===== src/rtl/rom_sequencer.sv =====
// rom_sequencer: walks a 4-word ROM from first_addr to last_addr, wrapping at
// the top address. Each word is offered downstream with a valid/ready handshake.
//   clk, rst              : clock, asynchronous active-high reset
//   start                 : begin a run; only sampled while idle
//   first_addr, last_addr : run bounds, captured when start is accepted
//   addr                  : registered ROM address
//   rom_data              : combinational ROM word for addr
//   out_data, out_valid   : captured word and its valid flag
//   out_ready             : consumer accepts the word when high with out_valid
//   busy                  : high whenever not idle
//   done                  : one-cycle pulse after the final word transfers
//   count                 : words transferred in the current or last run
module rom_sequencer #(
  parameter int unsigned ADDR_W = 2,
  parameter int unsigned DATA_W = 3
) (
  input  logic              clk,
  input  logic              rst,
  input  logic              start,
  input  logic [ADDR_W-1:0] first_addr,
  input  logic [ADDR_W-1:0] last_addr,
  output logic [ADDR_W-1:0] addr,
  input  logic [DATA_W-1:0] rom_data,
  output logic [DATA_W-1:0] out_data,
  output logic              out_valid,
  input  logic              out_ready,
  output logic              busy,
  output logic              done,
  output logic [ADDR_W:0]   count
);

  localparam int unsigned CNT_W = ADDR_W + 1;

  typedef enum logic [1:0] {
    S_IDLE    = 2'd0,
    S_FETCH   = 2'd1,
    S_PRESENT = 2'd2
  } state_e;

  state_e              state_q, state_d;
  logic [ADDR_W-1:0]   addr_q, addr_d;
  logic [ADDR_W-1:0]   last_q, last_d;
  logic [DATA_W-1:0]   data_q, data_d;
  logic                valid_q, valid_d;
  logic                busy_q, busy_d;
  logic                done_q, done_d;
  logic [CNT_W-1:0]    count_q, count_d;

  logic                xfer;
  logic                at_last;

  // A transfer is only possible while a word is being presented.
  assign xfer    = (state_q == S_PRESENT) && out_ready;
  assign at_last = (addr_q == last_q);

  // State register.
  always_ff @(posedge clk or posedge rst) begin
    if (rst) begin
      state_q <= S_IDLE;
    end else begin
      state_q <= state_d;
    end
  end

  // Next-state logic.
  always_comb begin
    state_d = state_q;
    case (state_q)
      S_IDLE:    if (start) state_d = S_FETCH;
      S_FETCH:   state_d = S_PRESENT;
      S_PRESENT: if (xfer) state_d = at_last ? S_IDLE : S_FETCH;
      default:   state_d = S_IDLE;
    endcase
  end

  // Datapath and output next values.
  always_comb begin
    addr_d  = addr_q;
    last_d  = last_q;
    data_d  = data_q;
    valid_d = valid_q;
    count_d = count_q;
    done_d  = 1'b0;
    case (state_q)
      S_IDLE: begin
        if (start) begin
          addr_d  = first_addr;
          last_d  = last_addr;
          count_d = '0;
        end
      end
      S_FETCH: begin
        // One cycle has elapsed since addr changed, so the ROM word is settled.
        data_d  = rom_data;
        valid_d = 1'b1;
      end
      S_PRESENT: begin
        if (xfer) begin
          count_d = CNT_W'(count_q + 1'b1);
          valid_d = 1'b0;
          if (at_last) begin
            done_d = 1'b1;
          end else begin
            // Natural overflow gives the wrap from the top address back to 0.
            addr_d = ADDR_W'(addr_q + 1'b1);
          end
        end
      end
      default: ;
    endcase
    busy_d = (state_d != S_IDLE);
  end

  // Datapath and output registers.
  always_ff @(posedge clk or posedge rst) begin
    if (rst) begin
      addr_q  <= '0;
      last_q  <= '0;
      data_q  <= '0;
      valid_q <= 1'b0;
      busy_q  <= 1'b0;
      done_q  <= 1'b0;
      count_q <= '0;
    end else begin
      addr_q  <= addr_d;
      last_q  <= last_d;
      data_q  <= data_d;
      valid_q <= valid_d;
      busy_q  <= busy_d;
      done_q  <= done_d;
      count_q <= count_d;
    end
  end

  assign addr      = addr_q;
  assign out_data  = data_q;
  assign out_valid = valid_q;
  assign busy      = busy_q;
  assign done      = done_q;
  assign count     = count_q;

endmodule


===== config.mk =====
export PLATFORM = sky130hd
export DESIGN_NAME = rom_sequencer
export DESIGN_NICKNAME = d
export VERILOG_FILES = /design/src/rtl/rom_sequencer.sv
export SDC_FILE = /design/constraint.sdc
export NUM_CORES = 1
export LEC_CHECK = 0
export ABC_AREA = 1
export CORE_MARGIN = 2
export CORE_UTILIZATION = 35
export DETAILED_ROUTE_END_ITERATION = 10
export DONT_BUFFER_PORTS = 1
export PLACE_DENSITY = 0.61
export REMOVE_ABC_BUFFERS = 1
export SLEW_MARGIN = 0
export SYNTH_ARGS = -nofsm -noshare
export SYNTH_HDL_FRONTEND = slang
export SYNTH_SLANG_ARGS = --single-unit
export TNS_END_PERCENT = 20

===== constraint.sdc =====
create_clock -name clk -period 0.95 [get_ports clk]
set_input_delay 0.095 -clock clk [delete_from_list [all_inputs] [get_ports clk]]
set_output_delay 0.095 -clock clk [all_outputs]
set_load 0.02 [all_outputs]

==> After elaboration in Yosys (flattened, before gate mapping) <==
Index checks and enable logic that the tools add are counted.
{ "totals": {"ff_bits": 15, "output_inout_bits": 11, "elab_cells": 41} }
{ "classes": {"add_sub_neg": 2, "n_eq_ne": 6, "mux": 16, "reduce_logical": 9} }
{ "ops": {"columns": ["operator", "n"], "rows": [
  ["2-bit two-way mux", 5],
  ["3-bit two-way mux", 2],
  ["2-bit inequality test (second input constant)", 3],
  ["2-bit case mux with 3 select lines", 1],
  ["3-bit case mux with 2 select lines", 1],
  ["2-bit nonzero test", 3],
  ["1-bit two-way mux", 5],
  ["2-bit case mux with 2 select lines", 1],
  ["2-bit AND reduction", 2],
  ["4-bit AND reduction", 1],
  ["3-bit by 1-bit adder with 3-bit output (second input constant)", 1],
  ["3-bit AND reduction", 1],
  ["2-bit by 1-bit adder with 2-bit output (second input constant)", 1],
  ["2-bit by 1-bit equality test with 1-bit output (second input constant)", 1],
  ["2-bit equality test", 1],
  ["2-bit equality test (second input constant)", 1],
  ["2-bit logical NOT", 1],
  ["1-bit case mux with 2 select lines", 1],
  ["1-bit logical AND", 1]
]} }

==> Logic depth before layout (Yosys ltp) <==
Gate-level depths: netlist of the first run.
{ "logic_depth": {"ltp_word": 5, "ltp_mapped": 7, "depth_no_buf": 7} }

==> Worst setup path after synthesis of the first run <==
OpenSTA, ideal clock, no wires.
{ "synth_path": {"path_kind": "register -> register", "from": "register count_q[0], in the netlist count[0]", "to": "register count_q[2], in the netlist count[2]", "setup_ps": 117, "t_arrival_ps": 964, "required_ps": 833, "path_slack_ps": -132, "stages_incl_launch_ff": 5, "n_path_buf": 0, "path_cell_list": "dfrtp_1 > ha_1 > xor2_1 > nand3_1 > nand2_1"} }
{ "synth_via": {"elab_chain_cells": 3} }
{ "synth_rtl": {"columns": ["item", "line_no", "source"], "rows": [
  ["start: declaration", "47", "logic [CNT_W-1:0] count_q, count_d;"],
  ["start signal: assignment", "131", "count_q <= count_d;"],
  ["3-bit by 1-bit adder with 3-bit output", "99", "count_d = CNT_W'(count_q + 1'b1);"],
  ["3-bit two-way mux", "98", "if (xfer) begin"],
  ["3-bit case mux with 2 select lines", "84", "case (state_q)"]
]} }
No other way between the ends. The select of a mux whose other input is x is not followed.
A chain may end at the register's enable or synchronous reset.

==> Worst setup path after layout of the first run <==
{ "layout_path": {"from": "register state_q[0]", "to": "register addr_q[0], in the netlist addr[0]"} }
{ "layout_via": {"elab_chain_cells": 4, "word_cells_on_any_way": 9, "classes_between": "eq/ne (4); mux (1); reduce/logical (4)"} }
{ "layout_rtl": {"columns": ["item", "line_no", "source"], "rows": [
  ["start: declaration", "40", "state_e state_q, state_d;"],
  ["start signal: assignment", "61", "state_q <= state_d;"],
  ["2-bit equality test", "53, 84", null],
  ["1-bit logical AND", "53", "assign xfer = (state_q == S_PRESENT) && out_ready;"],
  ["2-bit inequality test (no line)", null, null],
  ["4-bit AND reduction (no line)", null, null],
  ["end signal: assignment", "125", "addr_q <= addr_d;"],
  ["end: declaration", "41", "logic [ADDR_W-1:0] addr_q, addr_d;"]
]} }
Several ways; a longest one is shown, not always the timed one.

==> impl_results.md, run 1 <==
- Cell leakage power: 0.559 nW
- Synth Register Bits: 15
- CP startpoint kind: register
- Layout cells sized above 1: 41.2%
- Total track usage: 16.0%
- Status: complete, but fails checks
- Reg2Reg Launch Point: state_q[0]
- Net Sw Power: 1.58 mW
- Crit path buf inv count: 2
- WP data arrival: 1.31 ns
- Netlist Area Pre-Place: 726 µm²
- First-pass GRT wire length: 2950 µm
- Synth cell types: 17
- Antenna violations before repair: 0
- Clk pwr share: 10.3%
- GPL Wtd Cong: 0.867
- Clk buf depth: 2
- Comb power frac: 53.6%
- Syn Inst Count: 84
- DIE HEIGHT: 49.5 µm
- Antenna Cells: 0
- Critical path required time: 1.18 ns
- Sequential cell area fraction in the yosys report: 51.7%
- Setup Crit Path Kind: register to register
- Vias in the first global route: 667
- I/O pin count: 22
- CTS tree: yes
- Initial DRT Pass Iterations: 4
- Core area: 1960 µm²
- Setup skew after layout: 0.00641 ns
- Hold_ws: 0.0502 ns
- PortBufs: 0
- Synth warn: 0
- Num rows: 16
- DP Worst Slack: -0.149 ns
- Worst hold path class: input port to register
- Worst Slack Setup Final: -0.137 ns
- CTS Root Cell: clkbuf_4
- Clk pin slew, worst setup/hold paths: 0.09 ns
- Largest net degree at the start of global routing: 16
- Slew @ Worst Pin: 0.252 ns
- Max Cap Violations: 0
- Syn avg cell area: 8.64 µm²
- CTS Sinks: 15
- Final std cells w/o fill: 141
- Slowest CP cell: dfrtp_1
- VDD IR max: 1.80 mV
- Violated checks: negative setup slack
- Power per Cell Area: 3320 nW/µm²
- Initial core utilization: 37.0%
- DIE AREA: 2450 µm²
- Setup TNS: -1.25 ns
- Starting DRT DRC Count: 13
- Num CTS Buffers: 3
- Grt ovf: 0
- CP max stage delay: 0.40 ns
- WL final: 1740 µm
- Critical path startpoint: state_q[0]
- Clock Latency Late Sink: 0.28 ns
- Final number of setup-violating endpoints: 17
- H-tree levels: 1
- Power share of the sequential group: 36.1%
- Cell-internal power: 1.93 mW
- Fillers: 196
- Worst slew margin: 83.0%
- Family with the most delay on the worst path: simple AND/OR/NAND/NOR gates
- RSZ-0062 raised after global routing: true
- Minimum clock period: 1.09 ns
- HP Start: first_addr[1]
- Switching Fraction: 45.0%
- Post-DRT Antenna Nets: 0
- Via/cell ratio: 4.63
- Slew Viols, Final: 0
- Final Hold Viols: 0
- HPWL Detailed: 1140 µm
- CP endpoint kind: register
- Via count: 653
- Die W: 49.5 µm
- Final #Nets: 127
- Most common cell on crit path: nand2_4
- Peak Freq: 920 MHz
- Area Overhead vs Synth: 45.3%
- Placed Cells: 125
- Crit-path cells: inv_2, nand2_4, nor2_4, inv_4, nand2_4, nand3_2, nand2_1
- Critical Path Fanout Max: 7
- DR WL/cell: 12.4 µm
- Drc violations: 0
- Fin crit share: 114%
## stage by stage
step | util [%] | area (µm²) | total power [mW]
2_1_floorplan | - | 714 | 2.12
3_3_place_gp | 43.9 | 861 | 2.70
3_5_place_dp | 43.9 | 861 | 2.74
4_1_cts | 51.6 | 1010 | 3.36
5_1_grt | 53.8 | 1050 | 3.80
6_report | 53.8 | 1050 | 3.51
## power by group through the flow
stage	Combinational, mW	Sequential, mW	Clock [mW]
final	1.88	1.26	0.362
after global routing	2.09	1.30	0.408
after CTS	1.73	1.26	0.375
after detailed placement	1.49	1.25	0
after global placement	1.46	1.23	0
after floorplan	0.779	1.34	0
## layout by cell type, fill, tap and decap left out, drive strengths merged
cell type / n
clkinv: 1
dfrtp: 15
nand3: 14
inv: 11
nand2: 31
ha: 1
clkbuf: 3
nor2: 6
buf: 20
xor2: 1
a21oi: 3
o21ai: 2
dlygate4sd3: 6
## worst paths after layout
check / slack [ns] / depth (start not counted) / end
setup / recovery: -0.14 / 7 / addr[0]
hold reg to reg: 0.54 / 2 / last_q[0]
hold / removal: 0.05 / 4 / addr[1]
min in group asynchronous: 0.25 / 3 / out_data[1]
max in group asynchronous: 0.52 / 3 / state_q[1]
setup reg to reg: -0.14 / 7 / addr[0]
## kinds of logic after synthesis
logic type,synth area share [%]
compound gates,3.45
buf+inv,7.59
xor+xnor,1.21
simple gates,34.3
flops,51.7
fa+ha+maj,1.72
## area by class of cell
class	instances	area [µm²]	share of cell area, %
sequential	15	377	35.7
timing repair buffer	26	225	21.4
tap	27	33.8	3.20
clock buffer	3	22.5	2.14
inverter	11	46.3	4.39
multi-input combinational	58	345	32.7
clock inverter	1	5.00	0.474
## what timing repair did
item	4_1_cts	5_1_grt
resized for setup	7	11
setup endpoints to repair	16	20
endpoints found under the hold margin	20	0
setup buffers	4	2
pin swaps	4	8
hold buffers	6	0
cloned	1	0
## synth_stat cells (all sizes together)
| cell | instances | share of area [%] |
|---|---|---|
| dfrtp | 15 | 52 |
| xor2 | 1 | 1.2 |
| nand3 | 13 | 11 |
| a21oi | 3 | 2.1 |
| nand2 | 31 | 17 |
| inv | 11 | 6.0 |
| ha | 1 | 1.7 |
| nor2 | 6 | 6.2 |
| o21ai | 2 | 1.4 |
| buf | 1 | 1.6 |
## state kept, by name, indices dropped and copies added, names as in the netlist
register	cells
done	1
state_q	2
addr	2
count	3
busy	1
last_q	2
out_valid	1
out_data	3
## per-layer routing
layer | share of wire, % | global-route usage (%) | routed length [µm]
met1 | 44 | 20.9 | 771
met2 | 48 | 25.1 | 831
met3 | 5.4 | 3.94 | 94
met4 | 2.6 | 6.94 | 46
met5 | 0 | 0 | 0
## worst register-to-register path, cell delays in order, from the launching register on
cell and delay (ns):
dfrtp_1 0.40, inv_2 0.10, nand2_4 0.07, nor2_4 0.14
inv_4 0.08, nand2_4 0.08, nand3_2 0.08, nand2_1 0.08
Power figures use the tool's default switching activity.
==> inputs of run 2 (changes only) <==
--- a/config.mk
+++ b/config.mk
@@ -5,12 +5,12 @@
 export SDC_FILE = /design/constraint.sdc
 export NUM_CORES = 1
 export LEC_CHECK = 0
-export ABC_AREA = 1
+export ABC_AREA = 0
 export CORE_MARGIN = 2
 export CORE_UTILIZATION = 35
 export DETAILED_ROUTE_END_ITERATION = 10
 export DONT_BUFFER_PORTS = 1
-export PLACE_DENSITY = 0.61
+export PLACE_DENSITY = 0.59
 export REMOVE_ABC_BUFFERS = 1
 export SLEW_MARGIN = 0
 export SYNTH_ARGS = -nofsm -noshare
==> constraint.sdc (replaced) <==
create_clock -name clk -period 1.2 [get_ports clk]
set_input_delay 0.12 -clock clk [delete_from_list [all_inputs] [get_ports clk]]
set_output_delay 0.12 -clock clk [all_outputs]
set_load 0.02 [all_outputs]
==> run 2 against run 1 <==
The flow still finishes with violations (negative setup slack). Combinational power down 23%. Sequential share of layout area increased by 2.6 points. Worst setup slack improved by 0.012 ns. Die area decreased by 2.2%. Highest routed layer unchanged.
==> impl_results.md, run 2 <==
- Clk pwr share: 10.3% (about the same)
- Via/cell ratio: 4.95 (was 4.63)
- Setup skew after layout: 0.00565 ns (was 0.00641 ns)
- Worst R2R Setup Slack: -0.12 ns (was -0.14 ns)
- Num rows: 16 (unchanged)
- Minimum clock period: 1.32 ns (was 1.09 ns)
- HPWL Detailed: 1040 µm (was 1140 µm)
- RSZ-0062 raised after global routing: true (unchanged)
- Worst hold path endpoint: done (was addr[1])
- Final std cells w/o fill: 111 (was 141)
- Clk buf depth: 2 (unchanged)
- Switching Fraction: 40.3% (was 45.0%)
- Largest net degree at the start of global routing: 16 (unchanged)
- WP data arrival: 1.51 ns (was 1.31 ns)
- Netlist Area Pre-Place: 708 µm² (was 726 µm²)
- H-tree levels: 1 (unchanged)
- Post-synth ARST share: 100% (unchanged)
- Post-DP Area: 815 µm² (was 861 µm²)
- DP Worst Slack: -0.163 ns (was -0.149 ns)
- Setup Crit Path Kind: register to register (unchanged)
- Setup TNS: -0.357 ns (was -1.25 ns)
- Net Sw Power: 1.13 mW (was 1.58 mW)
- Initial DRT Pass Iterations: 4 (unchanged)
- Area leader, netlist: dfrtp_1 (unchanged)
- Fin crit share: 110% (was 114%)
- Total track usage: 15.5% (was 16.0%)
- Num CTS Buffers: 3 (unchanged)
- Reg2Reg Launch Point: last_q[1] (was state_q[0])
- I/O pin count: 22 (unchanged)
- VDD IR max: 1.56 mV (was 1.80 mV)
- Drc violations: 0 (unchanged)
- WL final: 1570 µm (was 1740 µm)
- Reg2reg end: addr[1] (was addr[0])
- Area Overhead vs Synth: 38.7% (was 45.3%)
- Reg2Reg Depth: 3 (was 7)
- Peak Freq: 755 MHz (was 920 MHz)
- Most frequent cells in the layout: dfrtp_1 (14), buf_4 (11), nand2_1 (7), dlygate4sd3_1 (7), o21ai_0 (4) (was nand2_1 (23), buf_4 (16), dfrtp_1 (14), nand3_1 (9), inv_1 (7))
- Post-DRT Antenna Nets: 0 (unchanged)
- Vias in the first global route: 567 (was 667)
- Cell area after layout: 982 µm² (was 1050 µm²)
- Most numerous cell in the Yosys netlist: dfrtp_1 (was nand2_1)
- Syn avg cell area: 11.4 µm² (was 8.64 µm²)
- Antenna Cells: 0 (unchanged)
- Worst hold path class: input port to register (unchanged)
- CP startpoint kind: register (unchanged)
- Critical Path Fanout Max: 2 (was 7)
- Hold depth: 1 (was 4)
- Clk pin slew, worst setup/hold paths: 0.09 ns (about the same)
- Violated checks: negative setup slack (unchanged)
- Grt ovf: 0 (unchanged)
- CTS Sinks: 15 (unchanged)
- DIE AREA: 2400 µm² (was 2450 µm²)
- Synth warn: 0 (unchanged)
- Slew Viols, Final: 0 (unchanged)
- Core area: 1940 µm² (was 1960 µm²)
- Ranking of synthesized cells by area: dfrtp_1 (53%), mux2_2 (8.0%), nand2_1 (4.2%) (was dfrtp_1 (52%), nand2_1 (15%), nand3_1 (8.3%))
- Final Hold Viols: 0 (unchanged)
- Max Cap Violations: 0 (unchanged)
- Via count: 550 (was 653)
- DIE HEIGHT: 49.0 µm (was 49.5 µm)
- Power per Cell Area: 2850 nW/µm² (was 3320 nW/µm²)
- Hold_ws: 0.0498 ns (was 0.0502 ns)
- Final #Nets: 97 (was 127)
- CP endpoint kind: register (unchanged)
- GPL Wtd Cong: 0.810 (was 0.867)
- Share of the synthesized area in the top cell type: 53.0% (was 51.7%)
- DR WL/cell: 14.2 µm (was 12.4 µm)
- Antenna violations before repair: 0 (unchanged)
- Clock Latency Late Sink: 0.29 ns (was 0.28 ns)
- HP Start: out_ready (was first_addr[1])
- Synth Register Bits: 15 (unchanged)
- Status: complete, but fails checks (unchanged)
- Placed Cells: 98 (was 125)
- Post-synth top cells: dfrtp_1 (15), nand2_1 (8), mux2_2 (5), o21ai_0 (5), a21oi_1 (4) (was nand2_1 (29), dfrtp_1 (15), nand3_1 (12))
- CTS tree: yes (unchanged)
- Sequential cell area fraction in the yosys report: 53.0% (was 51.7%)
- PortBufs: 0 (unchanged)
- Power share of the sequential group: 37.8% (was 36.1%)
- Worst slew margin: 61.7% (was 83.0%)
- Synth cell types: 23 (was 17)
- Final number of setup-violating endpoints: 7 (was 17)
- Commonest non-fill, non-tap cell in the layout: dfrtp_1 (was nand2_1)
- Initial core utilization: 36.5% (was 37.0%)
- Layout cells sized above 1: 39.3% (was 41.2%)
- Top FF cell, synth: dfrtp_1 (unchanged)
- Critical path required time: 1.38 ns (was 1.18 ns)
- First-pass GRT wire length: 2760 µm (was 2950 µm)
- Slew @ Worst Pin: 0.574 ns (was 0.252 ns)
- Cell-internal power: 1.67 mW (was 1.93 mW)
- Starting DRT DRC Count: 5 (was 13)
- Syn Inst Count: 62 (was 84)
- Cell leakage power: 0.451 nW (was 0.559 nW)
- Die W: 49.0 µm (was 49.5 µm)
- Post-synth EDFFs: 0 (unchanged)
- Worst Slack Setup Final: -0.125 ns (was -0.137 ns)
- CTS Root Cell: clkbuf_4 (unchanged)
- Comb power frac: 51.9% (was 53.6%)
run 2: worst max path at each step:
stage / startpoint / end / slack, ns / cells after the start
floorplan: addr[0] / addr[1] / -0.28 / 3
global route: last_q[1] / addr[1] / -0.17 / 3
detailed placement: state_q[1] / last_q[0] / -0.16 / 3
global placement: state_q[1] / last_q[0] / -0.15 / 3
finish: last_q[1] / addr[1] / -0.12 / 3
CTS: state_q[1] / addr[1] / -0.13 / 3
run 2: cell type report:
type | count | area (µm²)
timing repair buffer | 20 | 175
clock buffer | 4 | 26.3
multi-input combinational | 42 | 359
fill | 194 | 960
inverter | 3 | 11.3
tap | 27 | 33.8
sequential | 15 | 377
run 2: critical path: stages (launching register included):
cell and delay, ns:
dfrtp_1 0.42, xnor2_2 0.18, a311oi_4 0.30, mux2_4 0.32
run 2: layer usage:
| layer | share of wire (%) | vias up | global-route usage [%] |
|---|---|---|---|
| li1 | - | 263 | - |
| met1 | 42 | 263 | 19.0 |
| met2 | 49 | 19 | 24.7 |
| met3 | 6.9 | 5 | 6.13 |
| met4 | 1.8 | 0 | 5.71 |
| met5 | 0 | - | 0 |
run 2: metrics by stage:
stage | power (mW) | utilization, %
detailed placement | 2.19 | 41.9
floorplan | 1.77 | -
global placement | 2.16 | 41.9
CTS | 2.66 | 49.0
global route | 3.01 | 50.6
finish | 2.80 | 50.6
run 2: power groups by stage:
stage / clock network [mW] / logic (mW) / registers (mW)
final: 0.287 / 1.45 / 1.06
after global routing: 0.328 / 1.59 / 1.09
after CTS: 0.303 / 1.29 / 1.06
after detailed placement: 0 / 1.16 / 1.03
after global placement: 0 / 1.14 / 1.02
after floorplan: 0 / 0.619 / 1.15
run 2: logic make-up (layout without fill, tap and decap cells):
family | after synthesis | count (layout) | synth area share, %
simple gates | 18 | 18 | 13.1
flops | 15 | 15 | 53.0
compound gates | 12 | 12 | 12.0
mux | 8 | 8 | 13.4
buf+inv | 5 | 27 | 3.00
xor+xnor | 3 | 3 | 3.71
fa+ha+maj | 1 | 1 | 1.77
run 2: timing repair:
action                                 in CTS  in global routing
pin swaps                                   1                  4
resized for setup                           9                  6
endpoints found under the hold margin      21                  0
hold buffers                                7                  0
setup endpoints to repair                   8                 12
buffers inserted                            0                  2
